### src/rtl/mem_pkg.sv
// Shared load/store definitions: op codes, exception codes, FSM states.
// Also used by the write-back stage through mem_load_extract.
package mem_pkg;

   typedef enum logic [2:0] {
      MEM_W  = 3'd0,
      MEM_H  = 3'd1,
      MEM_HU = 3'd2,
      MEM_B  = 3'd3,
      MEM_BU = 3'd4
   } mem_op_e;

   typedef enum logic [1:0] {
      EXC_NONE  = 2'b00,
      EXC_ADEL  = 2'b01,
      EXC_ADES  = 2'b10,
      EXC_BADOP = 2'b11
   } mem_exc_e;

   typedef enum logic [1:0] {
      ST_IDLE    = 2'd0,
      ST_RD_WAIT = 2'd1,
      ST_RESP    = 2'd2
   } mau_state_e;

   function automatic logic op_legal(input logic [2:0] op);
      return op <= 3'd4;
   endfunction

endpackage

### src/rtl/mem_access_unit_if.sv
// Request/response handshake plus data-RAM port of the load/store unit.
// slave = the unit, master = execute stage / RAM side.
interface mem_access_unit_if #(
   parameter int ADDR_W = 12
);

   logic              req_valid;
   logic              req_ready;
   logic              req_we;
   logic [2:0]        req_op;
   logic [31:0]       req_addr;
   logic [31:0]       req_wdata;
   logic [31:0]       req_pc;
   logic              resp_valid;
   logic              resp_ready;
   logic [31:0]       resp_rdata;
   logic [1:0]        resp_exc;
   logic [31:0]       resp_pc;
   logic              ram_en;
   logic [3:0]        ram_we;
   logic [ADDR_W-3:0] ram_addr;
   logic [31:0]       ram_wdata;
   logic [31:0]       ram_rdata;

   modport slave (
      input  req_valid, req_we, req_op, req_addr, req_wdata, req_pc,
      input  resp_ready, ram_rdata,
      output req_ready, resp_valid, resp_rdata, resp_exc, resp_pc,
      output ram_en, ram_we, ram_addr, ram_wdata
   );

   modport master (
      output req_valid, req_we, req_op, req_addr, req_wdata, req_pc,
      output resp_ready, ram_rdata,
      input  req_ready, resp_valid, resp_rdata, resp_exc, resp_pc,
      input  ram_en, ram_we, ram_addr, ram_wdata
   );

endinterface

### src/rtl/mem_load_extract.sv
// Picks the byte/half/word out of a RAM word and sign/zero-extends it.
// Purely combinational so write-back can reuse it.
module mem_load_extract
   import mem_pkg::*;
(
   input  logic [31:0] word_i,
   input  logic [2:0]  op_i,
   input  logic [1:0]  a_i,
   output logic [31:0] data_o
);

   logic [7:0]  byte_w;
   logic [15:0] half_w;

   // lane select then extension by op
   always_comb begin
      unique case (a_i)
         2'd0:    byte_w = word_i[7:0];
         2'd1:    byte_w = word_i[15:8];
         2'd2:    byte_w = word_i[23:16];
         default: byte_w = word_i[31:24];
      endcase
      half_w = a_i[1] ? word_i[31:16] : word_i[15:0];
      unique case (op_i)
         MEM_B:   data_o = {{24{byte_w[7]}}, byte_w};
         MEM_BU:  data_o = {24'd0, byte_w};
         MEM_H:   data_o = {{16{half_w[15]}}, half_w};
         MEM_HU:  data_o = {16'd0, half_w};
         default: data_o = word_i;
      endcase
   end

endmodule

### src/rtl/mem_access_unit.sv
// Load/store front-end: alignment/range checks, lane-aligned stores,
// one-cycle-latency loads with extraction, held response until taken.
module mem_access_unit
   import mem_pkg::*;
#(
   parameter int ADDR_W = 12
) (
   input logic              clk,
   input logic              reset,
   mem_access_unit_if.slave bus
);

   mau_state_e  state_q, state_d;
   logic [2:0]  op_q;
   logic [1:0]  a_q;
   logic [31:0] pc_q;
   mem_exc_e    exc_q;
   logic [31:0] rdata_q;

   logic        accept;
   logic        addr_oob;
   logic        misal;
   mem_exc_e    req_exc;
   logic [3:0]  lanes;
   logic [31:0] ld_data;

   assign accept = (state_q == ST_IDLE) && bus.req_valid && !reset;

   // request classification: bad op beats address faults beats HU/BU store
   always_comb begin
      addr_oob = (bus.req_addr >> ADDR_W) != 32'd0;
      unique case (bus.req_op)
         MEM_W:         misal = bus.req_addr[1:0] != 2'b00;
         MEM_H, MEM_HU: misal = bus.req_addr[0];
         default:       misal = 1'b0;
      endcase
      req_exc = EXC_NONE;
      if (!op_legal(bus.req_op)) begin
         req_exc = EXC_BADOP;
      end else if (addr_oob || misal) begin
         req_exc = bus.req_we ? EXC_ADES : EXC_ADEL;
      end else if (bus.req_we &&
                   (bus.req_op == MEM_HU || bus.req_op == MEM_BU)) begin
         req_exc = EXC_BADOP;
      end
   end

   // store lane enables and replicated write data
   always_comb begin
      unique case (bus.req_op)
         MEM_B: begin
            lanes         = 4'b0001 << bus.req_addr[1:0];
            bus.ram_wdata = {4{bus.req_wdata[7:0]}};
         end
         MEM_H: begin
            lanes         = bus.req_addr[1] ? 4'b1100 : 4'b0011;
            bus.ram_wdata = {2{bus.req_wdata[15:0]}};
         end
         default: begin
            lanes         = 4'b1111;
            bus.ram_wdata = bus.req_wdata;
         end
      endcase
   end

   // next state and RAM strobe; RAM is only touched in the accept cycle
   always_comb begin
      state_d    = state_q;
      bus.ram_en = 1'b0;
      unique case (state_q)
         ST_IDLE: begin
            if (accept) begin
               if (req_exc != EXC_NONE) begin
                  state_d = ST_RESP;
               end else begin
                  bus.ram_en = 1'b1;
                  state_d    = bus.req_we ? ST_RESP : ST_RD_WAIT;
               end
            end
         end
         ST_RD_WAIT: state_d = ST_RESP;
         ST_RESP:    if (bus.resp_ready) state_d = ST_IDLE;
         default:    state_d = ST_IDLE;
      endcase
   end

   assign bus.ram_we     = (bus.ram_en && bus.req_we) ? lanes : 4'b0000;
   assign bus.ram_addr   = bus.req_addr[ADDR_W-1:2];
   assign bus.req_ready  = (state_q == ST_IDLE);
   assign bus.resp_valid = (state_q == ST_RESP) && !reset;
   assign bus.resp_rdata = rdata_q;
   assign bus.resp_exc   = exc_q;
   assign bus.resp_pc    = pc_q;

   mem_load_extract u_extract (
      .word_i (bus.ram_rdata),
      .op_i   (op_q),
      .a_i    (a_q),
      .data_o (ld_data)
   );

   // state register
   always_ff @(posedge clk) begin
      if (reset) state_q <= ST_IDLE;
      else       state_q <= state_d;
   end

   // request context captured on accept, load data captured in RD_WAIT
   always_ff @(posedge clk) begin
      if (reset) begin
         op_q    <= 3'd0;
         a_q     <= 2'd0;
         pc_q    <= 32'd0;
         exc_q   <= EXC_NONE;
         rdata_q <= 32'd0;
      end else if (accept) begin
         op_q    <= bus.req_op;
         a_q     <= bus.req_addr[1:0];
         pc_q    <= bus.req_pc;
         exc_q   <= req_exc;
         rdata_q <= 32'd0;
      end else if (state_q == ST_RD_WAIT) begin
         rdata_q <= ld_data;
      end
   end

endmodule
### src/flat_wrapper.sv
// flat-port wrapper written by rule: the top's interface ports become plain ports
module mem_access_unit_flat import mem_pkg::*;
#(
   parameter int ADDR_W = 12
)
  (clk, reset, bus_req_valid, bus_req_we, bus_req_op, bus_req_addr, bus_req_wdata, bus_req_pc, bus_resp_ready, bus_ram_rdata, bus_req_ready, bus_resp_valid, bus_resp_rdata, bus_resp_exc, bus_resp_pc, bus_ram_en, bus_ram_we, bus_ram_addr, bus_ram_wdata);
  mem_access_unit_if #(.ADDR_W(ADDR_W)) bus_i ();
  input logic clk;
  input logic reset;
  input wire logic [$bits(bus_i.req_valid)-1:0] bus_req_valid;
  input wire logic [$bits(bus_i.req_we)-1:0] bus_req_we;
  input wire logic [$bits(bus_i.req_op)-1:0] bus_req_op;
  input wire logic [$bits(bus_i.req_addr)-1:0] bus_req_addr;
  input wire logic [$bits(bus_i.req_wdata)-1:0] bus_req_wdata;
  input wire logic [$bits(bus_i.req_pc)-1:0] bus_req_pc;
  input wire logic [$bits(bus_i.resp_ready)-1:0] bus_resp_ready;
  input wire logic [$bits(bus_i.ram_rdata)-1:0] bus_ram_rdata;
  output wire logic [$bits(bus_i.req_ready)-1:0] bus_req_ready;
  output wire logic [$bits(bus_i.resp_valid)-1:0] bus_resp_valid;
  output wire logic [$bits(bus_i.resp_rdata)-1:0] bus_resp_rdata;
  output wire logic [$bits(bus_i.resp_exc)-1:0] bus_resp_exc;
  output wire logic [$bits(bus_i.resp_pc)-1:0] bus_resp_pc;
  output wire logic [$bits(bus_i.ram_en)-1:0] bus_ram_en;
  output wire logic [$bits(bus_i.ram_we)-1:0] bus_ram_we;
  output wire logic [$bits(bus_i.ram_addr)-1:0] bus_ram_addr;
  output wire logic [$bits(bus_i.ram_wdata)-1:0] bus_ram_wdata;
  assign bus_i.req_valid = bus_req_valid;
  assign bus_i.req_we = bus_req_we;
  assign bus_i.req_op = bus_req_op;
  assign bus_i.req_addr = bus_req_addr;
  assign bus_i.req_wdata = bus_req_wdata;
  assign bus_i.req_pc = bus_req_pc;
  assign bus_i.resp_ready = bus_resp_ready;
  assign bus_i.ram_rdata = bus_ram_rdata;
  assign bus_req_ready = bus_i.req_ready;
  assign bus_resp_valid = bus_i.resp_valid;
  assign bus_resp_rdata = bus_i.resp_rdata;
  assign bus_resp_exc = bus_i.resp_exc;
  assign bus_resp_pc = bus_i.resp_pc;
  assign bus_ram_en = bus_i.ram_en;
  assign bus_ram_we = bus_i.ram_we;
  assign bus_ram_addr = bus_i.ram_addr;
  assign bus_ram_wdata = bus_i.ram_wdata;
  mem_access_unit #(.ADDR_W(ADDR_W)) u_core (.clk(clk), .reset(reset), .bus(bus_i));
endmodule
### config.mk
export PLATFORM = sky130hd
export DESIGN_NAME = mem_access_unit_flat
export DESIGN_NICKNAME = d
export VERILOG_FILES = /design/src/rtl/mem_pkg.sv /design/src/rtl/mem_access_unit_if.sv /design/src/rtl/mem_load_extract.sv /design/src/rtl/mem_access_unit.sv /design/src/flat_wrapper.sv
export SDC_FILE = /design/constraint.sdc
export NUM_CORES = 1
export LEC_CHECK = 0
export BUFFER_PORTS_ARGS = -buffer_cell sky130_fd_sc_hd__buf_4
export CORE_AREA = 2 2 97 99
export DETAILED_ROUTE_END_ITERATION = 6
export DIE_AREA = 0 0 99 101
export PLACE_DENSITY_LB_ADDON = 0.05
export SETUP_SLACK_MARGIN = 0.4
export SYNTH_ARGS = -nofsm -noshare
export SYNTH_HDL_FRONTEND = slang
export SYNTH_SLANG_ARGS = --single-unit
### constraint.sdc
create_clock -name clk -period 3.5 [get_ports clk]
set_clock_uncertainty 0.05 [all_clocks]
set_input_delay 0.7 -clock clk [delete_from_list [all_inputs] [get_ports clk]]
set_output_delay 0.7 -clock clk [all_outputs]
set_load 0.01 [all_outputs]
==> metrics.cfg, run 1 <==
[status]
status=complete, no violations

[sta]
period_needed_ns=2.954
finalHoldViolCount=0
finalCritPeriodShare=0.8441
slew_viol_final=0
setup_viol=0
maxSlewHeadroom=0.3624
clock.fmax_mhz=338.5
tightestPinTransition_ns=0.9298
hold_slack_ns=0.4267
grt_setup_unrepaired=false
fin_setup_tns_ns=0

[power_and_ir_drop]
p_per_area_mw_per_mm2=374.1
ir_drop_v=0.0002284
cellLeakagePower_nw=2.638
finalPower_mw=2.118

[synthesis]
syn_area_mm2=0.003770
synth_fa_ha_area_frac=0.01593
synth-seq-cells=73
syn_nets=537
synth_cell_types=44
synthMuxAreaShare=0.1397
synthFlopType=dfxtp_1
yosys.area.top_type_share=0.3877
seq_area_frac_synth=0.3877
synth_top_family_by_area=compound AO/OA/AOI/OAI gates
yosysTopAreaCell=dfxtp_1
synthSimpleGateAreaFrac=0.1211
synth_edf_count=0
yosysWarningCount=0
syn_inst=401
avgSynthCellArea_um2=9.401
netlist_top_cells_area=dfxtp_1 (39%), a22o_1 (8.6%), mux2_2 (6.3%)
synth-xor-area-share=0.006970
synth-compound-area-share=0.2493
async_flop_share=0

[critical_path]
cp_max_fo=6
crit_required_ns=2.75
cp-start-kind=input pin
critPathKind=input pin to output port
endpoint_kind=output port
cp.arrival_ns=2.20

[cts]
numCtsBuffers=9
cts_tree=done
cts.htree.levels=3
cts.sinks=73
cts_max_path_buffers=2
root_buffer=clkbuf_8
clk_latency_ns=0.34
clkSlewWorstSetupHoldPaths_ns=0.07

[placement]
place_hpwl_um=8777
port_buffers=230
gp_congestion=0.8773
placedCellCount=697

[min_path]
min_path_type=flop to flop

[global_routing]
grt_util_all_layers=0.2328
grt_pass1_vias=3805
grt_max_degree=48
overflow=0
grt_pass1_wl_um=18930
antenna_found_initial=0

[die]
start_util=0.4199
core_area_mm2=0.008977
rows=35
die_h_um=101
die_area_mm2=0.009999
die_width_um=99
ios=251

[detailed_routing]
dr.pass1.iters=5
drcViolationCount=0
num_vias=3896
vias_per_cell=5.464
drt_iter0_drc=181
routed_wl_um=11920
ant_nets=0
avgRoutedWirePerCell_um=16.72

[finish]
final_nets=734
area_growth_pct=50.18
layout-drive-gt1-share=0.4867
diodes=0
stdcell_count=713

[run]
drv_cap=0

## per-stage QoR
step	utilization	cell area [um^2]	worst slack, ns
6_report	0.6307	5662	0.5458
5_1_grt	0.6307	5662	0.4305
4_1_cts	0.6291	5648	0.4424
3_5_place_dp	0.6033	5416	0.4475
3_3_place_gp	0.6033	5416	0.4714
2_1_floorplan	-	3770	0.6127
## report_power, final
part           total, mW  internal (mW)  leakage (nW)  switching [mW]
Clock              0.781          0.467         0.115           0.314
Sequential         0.888          0.861         0.595          0.0273
Combinational      0.449          0.249          1.93           0.200
Total               2.12           1.58          2.64           0.541
## layout make-up
| cell class | instances | area (um^2) |
|---|---|---|
| fill | 763 | 3316 |
| tap | 111 | 138.9 |
| sequential | 73 | 1461 |
| multi-input combinational | 272 | 2032 |
| timing repair buffer | 237 | 1779 |
| clock inverter | 6 | 107.6 |
| inverter | 5 | 18.77 |
| clock buffer | 9 | 123.9 |
## state kept, by name, summed over array words and instances (netlist names)
name and flops:
u_core.op_q 3, u_core.a_q 2, u_core.bus.resp_rdata 32, u_core.bus.resp_exc 2, u_core.state_q 2, u_core.bus.resp_pc 32
## path summary, 6_finish.rpt
kind / startpoint / endpoint / slack [ns] / cells after the start
max: bus_req_addr[13] / bus_ram_we[0] / 0.55 / 5
min: u_core.bus.resp_pc[12] / u_core.bus.resp_pc[12] / 0.43 / 1
max reg2reg: u_core.state_q[0] / u_core.bus.resp_rdata[30] / 1.32 / 3
min reg2reg: u_core.bus.resp_pc[12] / u_core.bus.resp_pc[12] / 0.43 / 1
## synthesized netlist by cell type, drive strengths merged (2+ instances only)
master / n
a21bo: 2
a21oi: 39
a221oi: 8
a22o: 37
a22oi: 2
buf: 28
clkbuf: 23
dfxtp: 73
inv: 5
maj3: 6
mux2: 21
mux2i: 11
mux4: 8
nand2: 34
nand2b: 9
nand3b: 3
nor2: 6
nor2b: 4
nor3: 6
nor3b: 2
nor4: 6
o21a: 2
o21ai: 41
o311ai: 5
o31ai: 2
or3b: 2
or4: 2
xor2: 2
## critical path: stages
cell	delay, ns
buf_4	0.11
or4_4	0.56
or4_4	0.49
nor3_2	0.20
buf_4	0.14
## cells in the final DEF, fill, tap and decap left out, drive strengths merged, types with 2 or more instances in the layout
cell type / instances
a21bo: 2
a21oi: 39
a221oi: 8
a22o: 37
a22oi: 2
buf: 237
bufinv: 3
clkbuf: 9
clkinv: 2
dfxtp: 73
inv: 5
maj3: 6
mux2: 21
mux2i: 11
mux4: 8
nand2: 34
nand2b: 9
nand3b: 3
nor2: 6
nor2b: 4
nor3: 6
nor3b: 2
nor4: 6
o21a: 2
o21ai: 41
o311ai: 5
o31ai: 2
or3b: 2
or4: 2
xor2: 2
## layer usage
layer,part of all wire,vias up,GRT usage
li1,-,1871,-
met1,0.41,1829,0.3058
met2,0.49,175,0.3768
met3,0.083,21,0.05479
met4,0.019,0,0.08008
met5,0,-,0
## kinds of logic (layout without fill, tap and decap cells)
kind of cell	after synthesis	in the layout
adders and majority gates	6	6
muxes	40	40
AOI/OAI and AO/OA	143	143
xor gates and xnor gates	3	3
buffers and inverters	56	257
and+or+nand+nor	80	80
DFF	73	73
## timing repair
| action | CTS | global route |
|---|---|---|
| hold buffers | 0 | 0 |
| buffers inserted | 0 | 1 |
| endpoints found under the setup margin | 0 | 4 |
| gates resized for setup | 0 | 1 |
| hold endpoints to repair | 0 | 0 |
Note: power is estimated with default switching activity, not from simulation.
==> run 2, diff against run 1 <==
--- a/config.mk
+++ b/config.mk
@@ -6,9 +6,9 @@
 export NUM_CORES = 1
 export LEC_CHECK = 0
 export BUFFER_PORTS_ARGS = -buffer_cell sky130_fd_sc_hd__buf_4
-export CORE_AREA = 2 2 97 99
+export CORE_AREA = 2 2 98 110
 export DETAILED_ROUTE_END_ITERATION = 6
-export DIE_AREA = 0 0 99 101
+export DIE_AREA = 0 0 100 112
 export PLACE_DENSITY_LB_ADDON = 0.05
 export SETUP_SLACK_MARGIN = 0.4
 export SYNTH_ARGS = -nofsm -noshare
==> constraint.sdc (replaced) <==
create_clock -name clk -period 2.5 [get_ports clk]
set_clock_uncertainty 0.05 [all_clocks]
set_input_delay 0.5 -clock clk [delete_from_list [all_inputs] [get_ports clk]]
set_output_delay 0.5 -clock clk [all_outputs]
set_load 0.01 [all_outputs]
==> run 2 against run 1 <==
  * The flow now finishes with violations (negative setup slack)
  * First-iteration DRC count fell by 22%
  * Clock power is 78% higher
  * Flip-flop and latch count did not move
  * Final cell count increased by 3.8%
  * Core utilization shrank 4.0 points
  * Sequential share of layout area decreased by 1.4 points
  * Global-route usage fell by 1.4 points
  * Register-to-register slack lost 0.78 ns
  * Die area rose by 12%
  * Routed wire length is 4.4% higher
  * Count of clock-buffer cells in the layout did not move
==> metrics.cfg, run 2 (synthesis results as in run 1) <==
[status]
status=finished, violations left
violations=negative setup slack

[placement]
place_area_mm2=0.005569  ; +2.8%
placedCellCount=722  ; +3.6%
port_buffers=230  ; unchanged
place_hpwl_um=9589  ; +9.2%
gp_congestion=0.8472  ; -3.4%

[die]
die_h_um=112  ; +11%
die_area_mm2=0.01120  ; +12%
ios=251  ; unchanged
rows=39  ; +11%
core_area_mm2=0.01015  ; +13%
start_util=0.3714  ; -0.04851
die_width_um=100  ; +1.0%

[finish]
layout-drive-gt1-share=0.5057  ; +0.01896
diodes=0  ; unchanged
layout_commonest_cell=buf_4
area_growth_pct=58.91
final_nets=748  ; +1.9%
mostFrequentLayoutCells=buf_4 (241), dfxtp_1 (73), o21ai_0 (41)
stdcell_count=740  ; +3.8%
fin_area_mm2=0.005991  ; +5.8%

[cts]
cts.htree.levels=3  ; unchanged
root_buffer=clkbuf_16
cts.sinks=73  ; unchanged
clkSlewWorstSetupHoldPaths_ns=0.06  ; about the same
clk_latency_ns=0.32  ; -0.02 ns
cts_tree=done
cts_max_path_buffers=2  ; unchanged
numCtsBuffers=9  ; unchanged

[critical_path]
critPathKind=input pin to output port
cp-start-kind=input pin
cp_cell_sequence=buf_4 -> nor4_4 -> nand4_1 -> or4_4 -> nor3_4 -> buf_6
cp_max_fo=6  ; unchanged
crit_required_ns=1.95  ; -0.80 ns
cp_slowest_cell=or4_4
endpoint_kind=output port
cp.arrival_ns=2.01  ; -0.19 ns
critPathMaxStageDelay_ns=0.64  ; +0.08 ns

[sta]
hold_slack_ns=0.3337  ; -0.09303 ns
grt_setup_unrepaired=true
setup_viol=5  ; +5
finalHoldViolCount=0  ; unchanged
finalCritPeriodShare=1.024
clock.fmax_mhz=390.6
tightestPinTransition_ns=0.5134  ; -0.4164 ns
period_needed_ns=2.560
worst_slack_ns=-0.05998  ; -0.6058 ns
maxSlewHeadroom=0.6570  ; +0.2946
slew_viol_final=0  ; unchanged

[detailed_routing]
avgRoutedWirePerCell_um=16.81  ; +0.57%
routed_wl_um=12440  ; +4.4%
num_vias=3904  ; +0.21%
dr.pass1.iters=4  ; -1
drt_iter0_drc=141  ; -22%
drcViolationCount=0  ; unchanged
ant_nets=0  ; unchanged
vias_per_cell=5.276  ; -3.5%

[global_routing]
antenna_found_initial=0  ; unchanged
busiest_layer=met2
grt_util_met3=0.06215  ; +0.007362
grt_pass1_wl_um=19620  ; +3.7%
grt_util_all_layers=0.2191  ; -0.01372
overflow=0  ; unchanged
grt_use_met2=0.3626  ; -0.01421
grt_pass1_vias=3856  ; +1.3%
met1_usage=0.2713  ; -0.03447
grt_max_degree=40  ; -17%

[power_and_ir_drop]
p_per_area_mw_per_mm2=549.5  ; +47%
switching_share=0.2541  ; -0.001473
p_comb_frac=0.201  ; -0.011
power.switching_uw=836.4  ; +55%
cellInternalPower_mw=2.456  ; +56%
pwr-share-clk=0.422  ; +0.053
pwr-share-seq=0.377  ; -0.042
ir_drop_v=0.0002752  ; +21%
cellLeakagePower_nw=2.778  ; +5.3%

[run]
drv_cap=0  ; unchanged

[min_path]
min_path_type=input pin to flop

## run 2: cell type report
class | instances | area (um^2)
Timing Repair Buffer | 251 | 1931
Multi-Input combinational cell | 272 | 2101
Fill cell | 914 | 4159
Clock buffer | 9 | 225.2
Tap cell | 123 | 153.9
Sequential cell | 73 | 1461
Inverter | 5 | 18.77
Clock inverter | 7 | 100.1
## run 2: per-stage QoR
step | setup TNS (ns) | util | power [mW] | setup WS (ns)
2_1_floorplan | 0 | - | 1.576 | 0.1780
3_3_place_gp | -0.3796 | 0.5487 | 1.914 | -0.08682
3_5_place_dp | -0.4010 | 0.5487 | 1.920 | -0.09196
4_1_cts | -0.2995 | 0.5844 | 3.313 | -0.06715
5_1_grt | -0.5559 | 0.5902 | 3.440 | -0.1286
6_report | -0.2205 | 0.5902 | 3.292 | -0.05998
## run 2: worst paths after layout
path | cells past startpoint | endpoint | slack (ns) | startpoint
hold reg to reg | 1 | u_core.bus.resp_pc[7] | 0.42 | u_core.bus.resp_pc[7]
setup reg to reg | 5 | u_core.bus.resp_rdata[10] | 0.54 | u_core.a_q[1]
hold / removal | 2 | u_core.bus.resp_pc[16] | 0.33 | bus_req_pc[16]
setup / recovery | 6 | bus_ram_we[0] | -0.06 | bus_req_addr[20]
## run 2: power groups by stage
stage,combinational [mW],sequential [mW],clock [mW]
detailed placement,0.656,1.26,0
global route,0.718,1.25,1.48
finish,0.663,1.24,1.39
global placement,0.649,1.26,0
floorplan,0.308,1.27,0
CTS,0.660,1.24,1.41
## run 2: what timing repair did
action,4_1_cts,5_1_grt
resized for setup,6,10
endpoints found under the setup margin,13,5
pin swaps,3,3
hold buffers,0,0
buffers inserted,2,0
## run 2: worst max-delay path: cells and delay by family
kind | cells | cell delay, ns
buffers and inverters | 2 | 0.24
and+or+nand+nor | 4 | 1.25
## run 2: routing by layer
metal / part of all wire / vias up
met5: 0 / -
met2: 0.48 / 164
met3: 0.075 / 25
met4: 0.031 / 0
met1: 0.41 / 1810
li1: - / 1905
